**src/rtl/sram_1r1w_arbiter.sv**
```systemverilog
// Round-robin sharing of a 1R1W SRAM between NUM_REQ requesters.
// The read and write ports are arbitrated independently. Every SRAM input
// is registered, read data is captured into an output register, and a
// write to the address being read in the same cycle is forwarded.
module sram_1r1w_arbiter #(
    parameter int unsigned ADDR_W  = 14,
    parameter int unsigned DATA_W  = 16,
    parameter int unsigned NUM_REQ = 2
) (
    input  logic                        clock,
    input  logic                        reset,
    input  logic [NUM_REQ-1:0]          rd_req,
    input  logic [NUM_REQ*ADDR_W-1:0]   rd_addr,
    output logic [NUM_REQ-1:0]          rd_gnt,
    output logic [NUM_REQ-1:0]          rd_valid,
    output logic [DATA_W-1:0]           rd_data,
    input  logic [NUM_REQ-1:0]          wr_req,
    input  logic [NUM_REQ*ADDR_W-1:0]   wr_addr,
    input  logic [NUM_REQ*DATA_W-1:0]   wr_data,
    output logic [NUM_REQ-1:0]          wr_gnt,
    output logic                        mem_WE,
    output logic [ADDR_W-1:0]           mem_WriteAddress,
    output logic [ADDR_W-1:0]           mem_ReadAddress,
    output logic [DATA_W-1:0]           mem_WriteBus,
    input  logic [DATA_W-1:0]           mem_ReadBus
);

    localparam int unsigned PTR_W = (NUM_REQ > 1) ? $clog2(NUM_REQ) : 1;

    logic [PTR_W-1:0]  rdPtr;
    logic [PTR_W-1:0]  wrPtr;
    logic [PTR_W-1:0]  rdWin;
    logic [PTR_W-1:0]  wrWin;
    logic              rdAccept;
    logic              wrAccept;
    logic [ADDR_W-1:0] rdAddrSel;
    logic [ADDR_W-1:0] wrAddrSel;
    logic [DATA_W-1:0] wrDataSel;
    logic              readPend;
    logic [PTR_W-1:0]  readTag;
    logic              fwdHit;

    // First asserted request found searching from ptr+1 upward, wrapping.
    function automatic logic [NUM_REQ-1:0] rrGrant(
        input logic [NUM_REQ-1:0] req,
        input logic [PTR_W-1:0]   ptr
    );
        logic [NUM_REQ-1:0] gnt;
        logic [PTR_W-1:0]   idx;
        logic               found;
        gnt   = '0;
        found = 1'b0;
        for (int unsigned k = 1; k <= NUM_REQ; k++) begin
            idx = PTR_W'((32'(ptr) + k) % NUM_REQ);
            if (!found && req[idx]) begin
                gnt[idx] = 1'b1;
                found    = 1'b1;
            end
        end
        return gnt;
    endfunction

    // Index of the single set bit of a one-hot grant.
    function automatic logic [PTR_W-1:0] oneHotIdx(input logic [NUM_REQ-1:0] gnt);
        logic [PTR_W-1:0] idx;
        idx = '0;
        for (int unsigned i = 0; i < NUM_REQ; i++) begin
            if (gnt[i]) idx = PTR_W'(i);
        end
        return idx;
    endfunction

    // Grants, winners and the winner's address/data selection.
    always_comb begin
        rd_gnt    = '0;
        wr_gnt    = '0;
        if (!reset) begin
            rd_gnt = rrGrant(rd_req, rdPtr);
            wr_gnt = rrGrant(wr_req, wrPtr);
        end
        rdWin     = oneHotIdx(rd_gnt);
        wrWin     = oneHotIdx(wr_gnt);
        rdAccept  = |rd_gnt;
        wrAccept  = |wr_gnt;
        rdAddrSel = rd_addr[32'(rdWin) * ADDR_W +: ADDR_W];
        wrAddrSel = wr_addr[32'(wrWin) * ADDR_W +: ADDR_W];
        wrDataSel = wr_data[32'(wrWin) * DATA_W +: DATA_W];
        fwdHit    = mem_WE && (mem_WriteAddress == mem_ReadAddress);
    end

    // Write port: register the accepted write and advance its RR pointer.
    always_ff @(posedge clock or posedge reset) begin
        if (reset) begin
            mem_WE           <= 1'b0;
            mem_WriteAddress <= '0;
            mem_WriteBus     <= '0;
            wrPtr            <= PTR_W'(NUM_REQ - 1);
        end else begin
            mem_WE <= wrAccept;
            if (wrAccept) begin
                mem_WriteAddress <= wrAddrSel;
                mem_WriteBus     <= wrDataSel;
                wrPtr            <= wrWin;
            end
        end
    end

    // Read port: register the accepted address, then capture data a cycle later.
    always_ff @(posedge clock or posedge reset) begin
        if (reset) begin
            mem_ReadAddress <= '0;
            readPend        <= 1'b0;
            readTag         <= '0;
            rd_valid        <= '0;
            rd_data         <= '0;
            rdPtr           <= PTR_W'(NUM_REQ - 1);
        end else begin
            readPend <= rdAccept;
            if (rdAccept) begin
                mem_ReadAddress <= rdAddrSel;
                readTag         <= rdWin;
                rdPtr           <= rdWin;
            end
            if (readPend) begin
                rd_data  <= fwdHit ? mem_WriteBus : mem_ReadBus;
                rd_valid <= NUM_REQ'(1) << readTag;
            end else begin
                rd_valid <= '0;
            end
        end
    end

endmodule

```
**config.mk**
```make
export PLATFORM = sky130hd
export DESIGN_NAME = sram_1r1w_arbiter
export DESIGN_NICKNAME = d
export VERILOG_FILES = /design/src/rtl/sram_1r1w_arbiter.sv
export SDC_FILE = /design/constraint.sdc
export NUM_CORES = 1
export LEC_CHECK = 0
export CAP_MARGIN = 10
export CORE_MARGIN = 3
export CORE_UTILIZATION = 41
export DETAILED_ROUTE_END_ITERATION = 12
export GPL_TIMING_DRIVEN = 0
export PLACE_DENSITY_LB_ADDON = 0.08
export SLEW_MARGIN = 20
export SYNTH_ARGS = -nofsm -noshare
export SYNTH_HDL_FRONTEND = slang
export SYNTH_SLANG_ARGS = --single-unit
```
**constraint.sdc**
```tcl
create_clock -name clock -period 5.2 [get_ports clock]
set_clock_uncertainty 0.2 [all_clocks]
set_input_delay 1.3 -clock clock [delete_from_list [all_inputs] [get_ports clock]]
set_output_delay 1.3 -clock clock [all_outputs]
set_load 0.1 [all_outputs]
```
======== After elaboration in Yosys (flattened, before gate mapping) ========
Cells that the tools add are included.
storage, ports and cells
  flip-flop bits (word level) ............. 67
  input port bits ......................... 110
  output and inout port bits .............. 67
cells by class
  $add $sub $neg .......................... 4
  $mul .................................... 2
  magnitude comparators ................... 8
  eq/ne operators ......................... 1
  shift-type cells ........................ 4
  mux-type cells .......................... 32
  bitwise operators ....................... 2
  reductions and logical operators ........ 11
operators by type and width
  cell                   count
  $shiftx A28 B6 Y14     2
  $shiftx A32 B6 Y16     1
  $mux W1                18
  $mux W2                9
  $mux W16               1
  $eq A14 B14 Y1         1
  $lt A1 B2 Y1 const B   4
  $mul A1 B3 Y4 const B  2
  $logic_and A1 B1 Y1    7
  $add A1 B1 Y1 const B  4
  $demux W1 S1           4
  $ge A1 B1 Y1 const B   4
  $or A2 B2 Y2           2
  $reduce_or A2 Y1       2
  $logic_not A1 Y1       2
  $shl A1 B1 Y2 const A  1

======== Depth between registers and ports, before layout ========
  depth after elaboration ................. 13
  gate-level depth with buffers ........... 6
  gate-level depth less buffers ........... 4

======== Worst setup path after synthesis ========
Ideal clock, no wire load.
  path kind ............................... input-to-output
  start point ............................. input reset
  end point ............................... output rd_gnt[0]
  arrival ................................. 4.484 ns
  required time ........................... 3.700 ns
  slack ................................... -0.784 ns
  stages on the path ...................... 3
  path buffers ............................ 0
  path through ............................ inv_1 > nand2_1 > a21oi_1
between the ends
  longest elaborated chain between the ends .. 1
ends and longest elaborated chain
  element          RTL line  RTL
  start, declared  11        input logic reset,
  $mux W2          77        if (!reset) begin
  end, declared    14        output logic [NUM_REQ-1:0] rd_gnt,
Every way passes these cells.

======== Worst setup path after layout ========
  start point ............................. input reset
  end point ............................... output rd_gnt[1]
Same word-level chain as after synthesis.

==> summary.txt <==
=====================================================================================
Part of the cycle the worst path needs                                          97.6%
Final critical-path required period                                           5070 ps
Signal arrival time at the worst endpoint                                     3570 ps
Cell Pwr Density                                                          369 mW/mm^2
CTS Hold Buffers Added                                                              0
Transition at the pin with the smallest max-transition slack                  1040 ps
Aggregate global routing overflow                                                   0
Maximum single-stage delay on the critical path                                850 ps
Final Max Tran Viols                                                                0
List of cells traversed by the critical path                             clkdlybuf4s50_1, nand2b_1, a21o_1, buf_2, buf_2, inv_1, buf_4, dlygate4sd2_1
Unrepaired setup endpoints after global routing                                    no
Mean cell area of the mapped netlist                                        9.57 um^2
Register bit total from synthesis                                                  67
Count of vias placed by the detailed router                                      3557
Routability-driven placement congestion ratio                                   0.801
Post-synth net total                                                              483
Peak Freq                                                                   0.197 GHz
Fraction of layout instances using a drive strength above 1                     5.64%
Clock tree from TritonCTS                                                        done
Starting DRC count in detailed routing                                            115
Via count of the first global-routing pass                                       3618
Endpoints failing setup                                                             0
Maximum buffer depth of the clock tree                                              2
Pre-Repair DR Iteration Count                                                       4
Pin count of the biggest net entering global routing                               29
Portion of the post-synthesis area used by sequential elements                  47.0%
HPWL after detailed placement                                                 8.89 mm
Worst ir drop on vdd                                                         0.156 mV
Vias per std cell                                                                5.29
Required time of the critical path                                            3700 ps
Post-synthesis to final-layout area growth                                      60.6%
Warning count from the yosys run                                                    0
Post-synthesis instance total                                                     373
Worst rel slew slack                                                            30.3%
Cell chosen for the clock root                                           sky130_fd_sc_hd__clkbuf_8
H-Tree Level Count                                                                  3
Largest driver fanout on the critical path                                         10
Core Region                                                              0.00834 mm^2
Starting utilization of the core area                                           42.8%
Static Leak                                                                   2.52 nW
Later-pin clock latency in the skew report                                     340 ps
Total number of nets in the final design                                          672
Netlist Area Pre-Place                                                   0.00357 mm^2
DRC violation count after routing                                                   0
I/O pin count                                                                     177
Initial antenna violation count                                                     0
Critical Path Start Type                                                 primary input
Count of max-cap constraint violations                                              0
Inserted Clock Buffers                                                              9
Row Count                                                                          33
Die span in y                                                                 99.3 um
Crit Path Category                                                       primary input to output pin
Result of the run                                                           completed
Hold Violations, Final                                                              0
Chip Width                                                                    99.3 um
Total routing usage reported by global routing                                  23.3%
Number of routed nets with antenna violations                                       0
Unique masters post-synth                                                          24
Port buffer count                                                                 176
Critical path endpoint category                                            output pin
Number of instances in the placed design                                          656
Average routed wire per standard cell                                         16.9 um
Final standard cell count with taps included and fillers excluded                 672
Diodes inserted                                                                     0
Aggregate routed wire length                                                  11.4 mm
Clk sink count                                                                     67
Critical Path Most Common Cell                                           sky130_fd_sc_hd__buf_2
First-pass GRT wire length                                                    18.3 mm
Standard cell with the maximum stage delay on the critical path          sky130_fd_sc_hd__dlygate4sd2_1
Clock-pin slew of the registers on the worst-case setup and hold paths          70 ps
Kind of path behind the tightest hold check                              register to register
Fillcell total                                                                    670
DIE AREA                                                                 0.00986 mm^2
Power consumption                                                             2.11 mW
=====================================================================================
what timing repair did:
| action | 4_1_cts | 5_1_grt |
|---|---|---|
| resized for setup | 4 | 0 |
| setup buffers | 0 | 0 |
| setup endpoints to repair | 4 | 0 |
sequential cells by signal (all words and copies together) (netlist names):
name and flops:
mem_ReadAddress 14, mem_WE 1, mem_WriteAddress 14, mem_WriteBus 16, rdPtr 1, rd_data 16
rd_valid 2, readPend 1, readTag 1, wrPtr 1
logic make-up after synthesis:
logic type | after synthesis | synth area share (%)
xor+xnor | 14 | 3.44
mux | 44 | 12.3
flops | 67 | 47.0
compound gates | 101 | 18.8
simple gates | 88 | 11.5
buf+inv | 59 | 6.91
cell type report:
type / count / area [um^2] / area share, %
buffer: 35 / 156 / 2.73
multi-input combinational: 247 / 1650 / 28.8
tap: 105 / 131 / 2.29
inverter: 24 / 93.8 / 1.64
timing repair buffer: 178 / 1800 / 31.5
sequential: 67 / 1680 / 29.3
clock buffer: 15 / 186 / 3.25
clock inverter: 1 / 30.0 / 0.524
critical path: cells and delay by family:
family	cells	cell delay (ps)
AND/OR/NAND/NOR	1	190
AO/OA/AOI/OAI	1	150
buffers and inverters	6	1920
through the flow:
stage	hold WS [ps]	worst slack (ps)	area, um^2	TNS (ps)	util [%]
after floorplan	217	591	3580	0	-
after global placement	266	-924	5470	-2140	65.6
after detailed placement	278	-168	5520	-521	66.2
after CTS	288	111	5730	0	68.7
after global routing	312	33.0	5730	0	68.7
final	283	126	5730	0	68.7
final timing paths:
path,startpoint,end,slack [ps],cells past startpoint
max,reset,rd_gnt[1],130,8
min,readTag,rd_valid[0],280,1
max reg2reg,mem_ReadAddress[13],rd_data[7],2920,6
min reg2reg,readTag,rd_valid[0],280,1
max in group asynchronous,reset,wrPtr,3060,3
min in group asynchronous,reset,mem_WriteAddress[9],1200,2
per-layer routing:
| layer | routed length, um | vias to the layer above | global-route usage [%] |
|---|---|---|---|
| li1 | - | 1699 | - |
| met1 | 4740 | 1694 | 30.3 |
| met2 | 5530 | 145 | 37.9 |
| met3 | 833 | 19 | 5.40 |
| met4 | 247 | 0 | 8.61 |
| met5 | 0 | - | 0 |
cells in the mapped netlist:
cell / instances / area share [%]
sky130_fd_sc_hd__a21o_1: 2 / 0.42
sky130_fd_sc_hd__a21oi_1: 18 / 2.5
sky130_fd_sc_hd__and2_1: 1 / 0.18
sky130_fd_sc_hd__buf_2: 8 / 1.1
sky130_fd_sc_hd__buf_4: 2 / 0.42
sky130_fd_sc_hd__buf_6: 1 / 0.32
sky130_fd_sc_hd__clkbuf_1: 24 / 2.5
sky130_fd_sc_hd__dfrtp_1: 65 / 46
sky130_fd_sc_hd__dfstp_2: 2 / 1.5
sky130_fd_sc_hd__inv_1: 24 / 2.5
sky130_fd_sc_hd__mux2i_1: 44 / 12
sky130_fd_sc_hd__nand2_1: 48 / 5.0
sky130_fd_sc_hd__nand2b_1: 2 / 0.35
sky130_fd_sc_hd__nand4_1: 3 / 0.53
sky130_fd_sc_hd__nor2_1: 16 / 1.7
sky130_fd_sc_hd__nor2b_1: 1 / 0.18
sky130_fd_sc_hd__o21ai_0: 48 / 6.7
sky130_fd_sc_hd__o21ai_1: 1 / 0.14
sky130_fd_sc_hd__o41a_1: 16 / 5.0
sky130_fd_sc_hd__o41ai_1: 16 / 3.9
sky130_fd_sc_hd__or3_1: 1 / 0.18
sky130_fd_sc_hd__or4_1: 16 / 3.4
sky130_fd_sc_hd__xnor2_1: 11 / 2.7
sky130_fd_sc_hd__xor2_1: 3 / 0.74
power breakdown:
group	internal [mW]	switching (mW)	leakage, nW
Sequential	0.592	0.0594	0.799
Clock	0.275	0.198	0.110
Combinational	0.278	0.712	1.61
Total	1.14	0.969	2.52
cell usage in the layout, fill, tap and decap left out, types with 2 or more instances in the layout:
cell,count
sky130_fd_sc_hd__a21o_1,2
sky130_fd_sc_hd__a21oi_1,16
sky130_fd_sc_hd__a21oi_2,2
sky130_fd_sc_hd__buf_2,8
sky130_fd_sc_hd__buf_4,2
sky130_fd_sc_hd__clkbuf_1,26
sky130_fd_sc_hd__clkbuf_8,13
sky130_fd_sc_hd__clkdlybuf4s50_1,172
sky130_fd_sc_hd__dfrtp_1,65
sky130_fd_sc_hd__dfstp_2,2
sky130_fd_sc_hd__dlygate4sd2_1,4
sky130_fd_sc_hd__inv_1,23
sky130_fd_sc_hd__mux2i_1,44
sky130_fd_sc_hd__nand2_1,48
sky130_fd_sc_hd__nand2b_1,2
sky130_fd_sc_hd__nand4_1,3
sky130_fd_sc_hd__nor2_1,16
sky130_fd_sc_hd__o21ai_0,48
sky130_fd_sc_hd__o41a_1,16
sky130_fd_sc_hd__o41ai_1,16
sky130_fd_sc_hd__or4_1,16
sky130_fd_sc_hd__xnor2_1,11
sky130_fd_sc_hd__xor2_1,3
Note: power is estimated with default switching activity, not from simulation.
